<file path="src/rtl/uart_pkg.sv">
// Shared constants and FSM state encoding for the UART transmit queue.
package uart_pkg;

    localparam int unsigned UART_DEPTH_DEFAULT       = 16;
    localparam int unsigned UART_ACK_TIMEOUT_DEFAULT = 4;

    typedef enum logic [1:0] {
        IDLE      = 2'd0,
        LOAD      = 2'd1,
        WAIT_BUSY = 2'd2,
        WAIT_DONE = 2'd3
    } tx_state_e;

endpackage

</file>
<file path="src/rtl/uart_byte_fifo.sv">
// Byte FIFO: power-of-two storage with free-running wrapping pointers and
// an occupancy counter. Full/empty come from the registered counter only.
module uart_byte_fifo
    import uart_pkg::*;
#(
    parameter int unsigned DEPTH = UART_DEPTH_DEFAULT
) (
    input  logic                     CLK,
    input  logic                     RST,
    input  logic                     push_i,
    input  logic [7:0]               wr_data_i,
    input  logic                     pop_i,
    output logic [7:0]               rd_data_o,
    output logic [$clog2(DEPTH):0]   count_o,
    output logic                     full_o,
    output logic                     empty_o
);

    localparam int unsigned AW = $clog2(DEPTH);
    localparam int unsigned CW = AW + 1;

    logic [7:0]    mem_q [DEPTH];
    logic [AW-1:0] wr_ptr_q, wr_ptr_d;
    logic [AW-1:0] rd_ptr_q, rd_ptr_d;
    logic [CW-1:0] count_q, count_d;
    logic          push_ok;
    logic          pop_ok;

    // A push is refused when full, even if a pop happens in the same cycle.
    assign full_o    = (count_q == CW'(DEPTH));
    assign empty_o   = (count_q == '0);
    assign push_ok   = push_i && !full_o;
    assign pop_ok    = pop_i && !empty_o;
    assign count_o   = count_q;
    assign rd_data_o = mem_q[rd_ptr_q];

    // Next-state for pointers and occupancy; pointers wrap naturally at DEPTH.
    always_comb begin
        wr_ptr_d = wr_ptr_q;
        rd_ptr_d = rd_ptr_q;
        count_d  = count_q;
        if (push_ok) begin
            wr_ptr_d = wr_ptr_q + AW'(1);
        end
        if (pop_ok) begin
            rd_ptr_d = rd_ptr_q + AW'(1);
        end
        case ({push_ok, pop_ok})
            2'b10:   count_d = count_q + CW'(1);
            2'b01:   count_d = count_q - CW'(1);
            default: count_d = count_q;
        endcase
    end

    // Pointer and counter registers; reset empties the queue.
    always_ff @(posedge CLK or negedge RST) begin
        if (!RST) begin
            wr_ptr_q <= '0;
            rd_ptr_q <= '0;
            count_q  <= '0;
        end else begin
            wr_ptr_q <= wr_ptr_d;
            rd_ptr_q <= rd_ptr_d;
            count_q  <= count_d;
        end
    end

    // Storage array, written on accepted pushes; no reset so it maps to RAM.
    always_ff @(posedge CLK) begin
        if (push_ok) begin
            mem_q[wr_ptr_q] <= wr_data_i;
        end
    end

endmodule

</file>
<file path="src/rtl/uart_tx_queue.sv">
// Transmit queue placed directly upstream of a UART transmitter: buffers
// bytes and hands them one at a time to the transmitter with a START pulse,
// waiting for its TX_ACTIVE handshake and flagging a missing acknowledge.
module uart_tx_queue
    import uart_pkg::*;
#(
    parameter int unsigned DEPTH       = UART_DEPTH_DEFAULT,
    parameter int unsigned ACK_TIMEOUT = UART_ACK_TIMEOUT_DEFAULT
) (
    input  logic                   CLK,
    input  logic                   RST,
    input  logic                   WR_VALID,
    input  logic [7:0]             WR_DATA,
    output logic                   WR_READY,
    output logic                   START,
    output logic [7:0]             TX_DATA,
    input  logic                   TX_ACTIVE,
    output logic [$clog2(DEPTH):0] COUNT,
    output logic                   EMPTY,
    output logic                   FULL,
    output logic                   TIMEOUT_ERR
);

    localparam int unsigned TW = $clog2(ACK_TIMEOUT + 1);

    tx_state_e     state_q, state_d;
    logic [TW-1:0] timer_q, timer_d;
    logic [7:0]    tx_data_q, tx_data_d;
    logic          err_q, err_d;
    logic          pop;
    logic [7:0]    head_data;
    logic          fifo_full;
    logic          fifo_empty;

    uart_byte_fifo #(
        .DEPTH (DEPTH)
    ) u_fifo (
        .CLK       (CLK),
        .RST       (RST),
        .push_i    (WR_VALID),
        .wr_data_i (WR_DATA),
        .pop_i     (pop),
        .rd_data_o (head_data),
        .count_o   (COUNT),
        .full_o    (fifo_full),
        .empty_o   (fifo_empty)
    );

    assign FULL        = fifo_full;
    assign EMPTY       = fifo_empty;
    assign WR_READY    = !fifo_full;
    assign START       = (state_q == LOAD);
    assign TX_DATA     = tx_data_q;
    assign TIMEOUT_ERR = err_q;

    // Control FSM. The acknowledge window counts the START cycle itself, so
    // with ACK_TIMEOUT=4 the error flag shows four cycles after START.
    always_comb begin
        state_d   = state_q;
        timer_d   = timer_q;
        tx_data_d = tx_data_q;
        err_d     = err_q;
        pop       = 1'b0;
        case (state_q)
            IDLE: begin
                if (!fifo_empty) begin
                    pop       = 1'b1;
                    tx_data_d = head_data;
                    state_d   = LOAD;
                end
            end
            LOAD: begin
                timer_d = TW'(1);
                state_d = WAIT_BUSY;
            end
            WAIT_BUSY: begin
                if (TX_ACTIVE) begin
                    state_d = WAIT_DONE;
                end else if (timer_q >= TW'(ACK_TIMEOUT - 1)) begin
                    err_d   = 1'b1;
                    state_d = IDLE;
                end else begin
                    timer_d = timer_q + TW'(1);
                end
            end
            WAIT_DONE: begin
                if (!TX_ACTIVE) begin
                    state_d = IDLE;
                end
            end
            default: state_d = IDLE;
        endcase
    end

    // State, acknowledge timer, output byte register and sticky error flag.
    always_ff @(posedge CLK or negedge RST) begin
        if (!RST) begin
            state_q   <= IDLE;
            timer_q   <= '0;
            tx_data_q <= 8'h00;
            err_q     <= 1'b0;
        end else begin
            state_q   <= state_d;
            timer_q   <= timer_d;
            tx_data_q <= tx_data_d;
            err_q     <= err_d;
        end
    end

endmodule

</file>
<file path="config.mk">
export PLATFORM = sky130hd
export DESIGN_NAME = uart_tx_queue
export DESIGN_NICKNAME = d
export VERILOG_FILES = /design/src/rtl/uart_pkg.sv /design/src/rtl/uart_byte_fifo.sv /design/src/rtl/uart_tx_queue.sv
export SDC_FILE = /design/constraint.sdc
export NUM_CORES = 1
export LEC_CHECK = 0
export ABC_CLOCK_PERIOD_IN_PS = 3300
export CAP_MARGIN = 20
export CORE_ASPECT_RATIO = 0.6
export CORE_UTILIZATION = 45
export DETAILED_ROUTE_END_ITERATION = 7
export SKIP_LAST_GASP = 1
export SLEW_MARGIN = 25
export SYNTH_ARGS = -nofsm -noshare
export SYNTH_HDL_FRONTEND = slang
export SYNTH_SLANG_ARGS = --single-unit
</file>
<file path="constraint.sdc">
create_clock -name CLK -period 3.3 [get_ports CLK]
set_input_delay 0.825 -clock CLK [delete_from_list [all_inputs] [get_ports CLK]]
set_output_delay 0.825 -clock CLK [all_outputs]
set_load 0.005 [all_outputs]
</file>
==> summary.txt <==
Status = complete, no violations
TritonCTS clock tree = built
DRT Pass-1 Iters = 5
Post-synthesis instance total = 357
Gpl congestion = 0.7841
Iteration-0 DRC Markers = 242
Post-CTS Resized = 0
TritonCTS Buffers = 17
Root Buffer Master = clkbuf_16
Clk pwr share = 27.2%
GRT overflow = 0
Total of max-cap violations = 0
Core box area = 0.01387 sq mm
Layout cell share with drive strength beyond 1 = 19.15%
Sw Share = 31.51%
Hold Vio Cnt, Final = 0
Area after DPL = 0.007113 sq mm
Detailed Place HPWL = 8.562 mm
Int Power = 4558 uW
Die X-Extent = 157.0 microns
Average size of a mapped cell = 18.17 sq um
Vias = 3426
ANT cells = 0
Slew HR = 57.92%
Min Tclk post-route = 3.060 ns
Ys Warns = 0
IO Pins = 30
Initial Util = 46.75%
Comb power frac = 31.3%
Global-route wire length before repair = 20.00 mm
Largest fanout on the critical path = 10
Setup Buffers After CTS = 0
Setup tns final = 0 ns
Die H = 95.00 microns
Post-synth ARST share = 17.42%
Overall Global Routing Usage = 19.16%
Vias/cell = 5.571
# H-tree levels = 4
Pwr dens = 868.1 mW/mm^2
Rows = 33
Number of setup violations in the final report = 0
CP Launch Type = register
Avg WL per Cell = 21.24 microns
Yosys cell types = 48
Die area = 0.01491 sq mm
Area growth, synth to finish = 18.19%
Main synth FF type = edfxtp_1
Final wirelength = 13.06 mm
Share of the synthesized area in the top cell type = 59.26%
Setup Skew = 0.01350 ns
Max VDD drop = 0.6449 mV
Clock latency at the later pin of the worst-skew pair = 0.41 ns
Netlist Area Pre-Place = 0.006486 sq mm
Number of flops mapped to enable cells by yosys = 128
Max Freq = 326.8 MHz
DRC violations left = 0
Worst EP required = 2.47 ns
Most frequent cells in the layout = edfxtp_1 (128), clkdlybuf4s50_1 (29), dfrtp_1 (26)
RSZ-0062 raised after global routing = false
Worst Hold Class = reg -> reg
Initial antenna violation count = 0
Largest cells by area after synthesis = edfxtp_1 (59%), dfrtp_1 (10%), mux4_1 (8.9%), mux4_2 (3.5%), ha_1 (3.1%)
CTS Hold Buffers Added = 0
Pleak = 0.002694 uW
CP arrival = 2.23 ns
Clock Tree Buf Depth = 2
PortBufs = 29
Commonest non-fill, non-tap cell in the layout = edfxtp_1
Switching power = 2097 uW
Design Area, Final = 0.007666 sq mm
Layout Nets = 438
Vias in the first global route = 3404
Register area share after synthesis = 69.68%
Yosys reg bits = 155
Setup CP Type = reg -> out
Synthesized Nets = 385
Post-route ant nets = 0
Worst-path clk slew = 0.06 ns
Clock net sink count = 155
Final Cycle Share = 92.72%
Synth area leader = edfxtp_1
Final Max Slew Viols = 0
Worst-margin pin slew = 0.6297 ns
Worst R2R Setup Slack = 0.59 ns
Largest net degree at the start of global routing = 34
Fill cells = 1102
Seq pwr share = 41.5%
Worst setup EP type = primary output
## critical path, stage by stage, from the launching register on
cell and delay [ns]:
dfrtp_1 0.48, or3_4 0.46, or3_1 0.34, inv_1 0.06, clkdlybuf4s50_1 0.49
## power by group through the flow
stage / sequential (uW) / combinational, uW / clock (uW)
global placement: 2790 / 2050 / 0
floorplan: 2620 / 1550 / 0
CTS: 2760 / 2100 / 1840
global route: 2810 / 2280 / 1920
finish: 2760 / 2080 / 1810
detailed placement: 2800 / 2100 / 0
## synthesized netlist by cell type (2+ instances only)
master	n
mux4_2	10
xor2_1	5
dfrtp_1	27
a21oi_1	14
edfxtp_1	128
xnor2_1	7
nand2_1	7
nor2_1	17
o21a_1	2
buf_2	6
buf_6	3
nand4_1	2
o22ai_1	16
buf_1	4
nor2b_1	2
o21ai_0	4
nand2b_1	4
a31oi_1	3
inv_1	12
mux4_1	22
nor3_1	6
mux2_2	10
ha_1	16
clkbuf_1	6
## sequential cells by signal (all words and copies together) (netlist names)
name / cells
u_fifo.wr_ptr_q: 4
timer_q: 3
u_fifo.count_o: 5
u_fifo.rd_ptr_q: 4
TIMEOUT_ERR: 1
state_q: 2
TX_DATA: 8
u_fifo.mem_q: 128
## layout make-up
type                       count  area [sq um]  share of cell area [%]
multi-input combinational    170          1817                   23.70
inverter                      12         45.04                  0.5876
timing repair buffer          54         490.5                   6.398
clock buffer                  18         429.2                   5.598
clock inverter                14         123.9                   1.616
sequential                   155          4521                   58.97
tap                          192         240.2                   3.134
## through the flow
| step | setup slack (ns) | power [uW] | hold WS, ns | utilization [%] | std cells |
|---|---|---|---|---|---|
| floorplan | 0.5467 | 4169 | 0.4596 | - | 357 |
| global placement | 0.4126 | 4837 | 0.4513 | 51.27 | 583 |
| detailed placement | 0.3670 | 4895 | 0.4521 | 51.27 | 583 |
| CTS | 0.2232 | 6703 | 0.4677 | 55.26 | 615 |
| global route | 0.1584 | 7000 | 0.5065 | 55.26 | 615 |
| finish | 0.2403 | 6655 | 0.4654 | 55.26 | 615 |
## metal layers
layer,vias up,global-route usage [%],wire (microns)
met4,0,4.575,40
li1,1540,-,-
met2,105,26.85,5597
met3,2,5.324,1059
met5,-,0,0
met1,1779,29.34,6365
## final timing paths
kind                                               start                            end  cells past startpoint
hold / removal                   TIMEOUT_ERR$_DFFE_PN0P_        TIMEOUT_ERR$_DFFE_PN0P_                      2
max in group asynchronous                            RST         TX_DATA[3]$_DFFE_PN0P_                      2
setup reg to reg                  state_q[0]$_DFFE_PN0P_  u_fifo.count_o[4]$_DFFE_PN0P_                     11
hold reg to reg                  TIMEOUT_ERR$_DFFE_PN0P_        TIMEOUT_ERR$_DFFE_PN0P_                      2
setup / recovery           u_fifo.count_o[1]$_DFFE_PN0P_                           FULL                      4
min in group asynchronous                            RST         TX_DATA[6]$_DFFE_PN0P_                      2
## kinds of logic (layout without fill, tap and decap cells)
| logic type | count (synthesis) | count (layout) | share of synthesized area (%) |
|---|---|---|---|
| compound gates | 51 | 51 | 5.267 |
| xor+xnor | 12 | 12 | 1.620 |
| fa+ha+maj | 16 | 16 | 3.086 |
| buf+inv | 32 | 98 | 2.373 |
| flops | 155 | 155 | 69.68 |
| mux | 42 | 42 | 14.12 |
| simple gates | 49 | 49 | 3.858 |
Note: power is estimated with default switching activity, not from simulation.
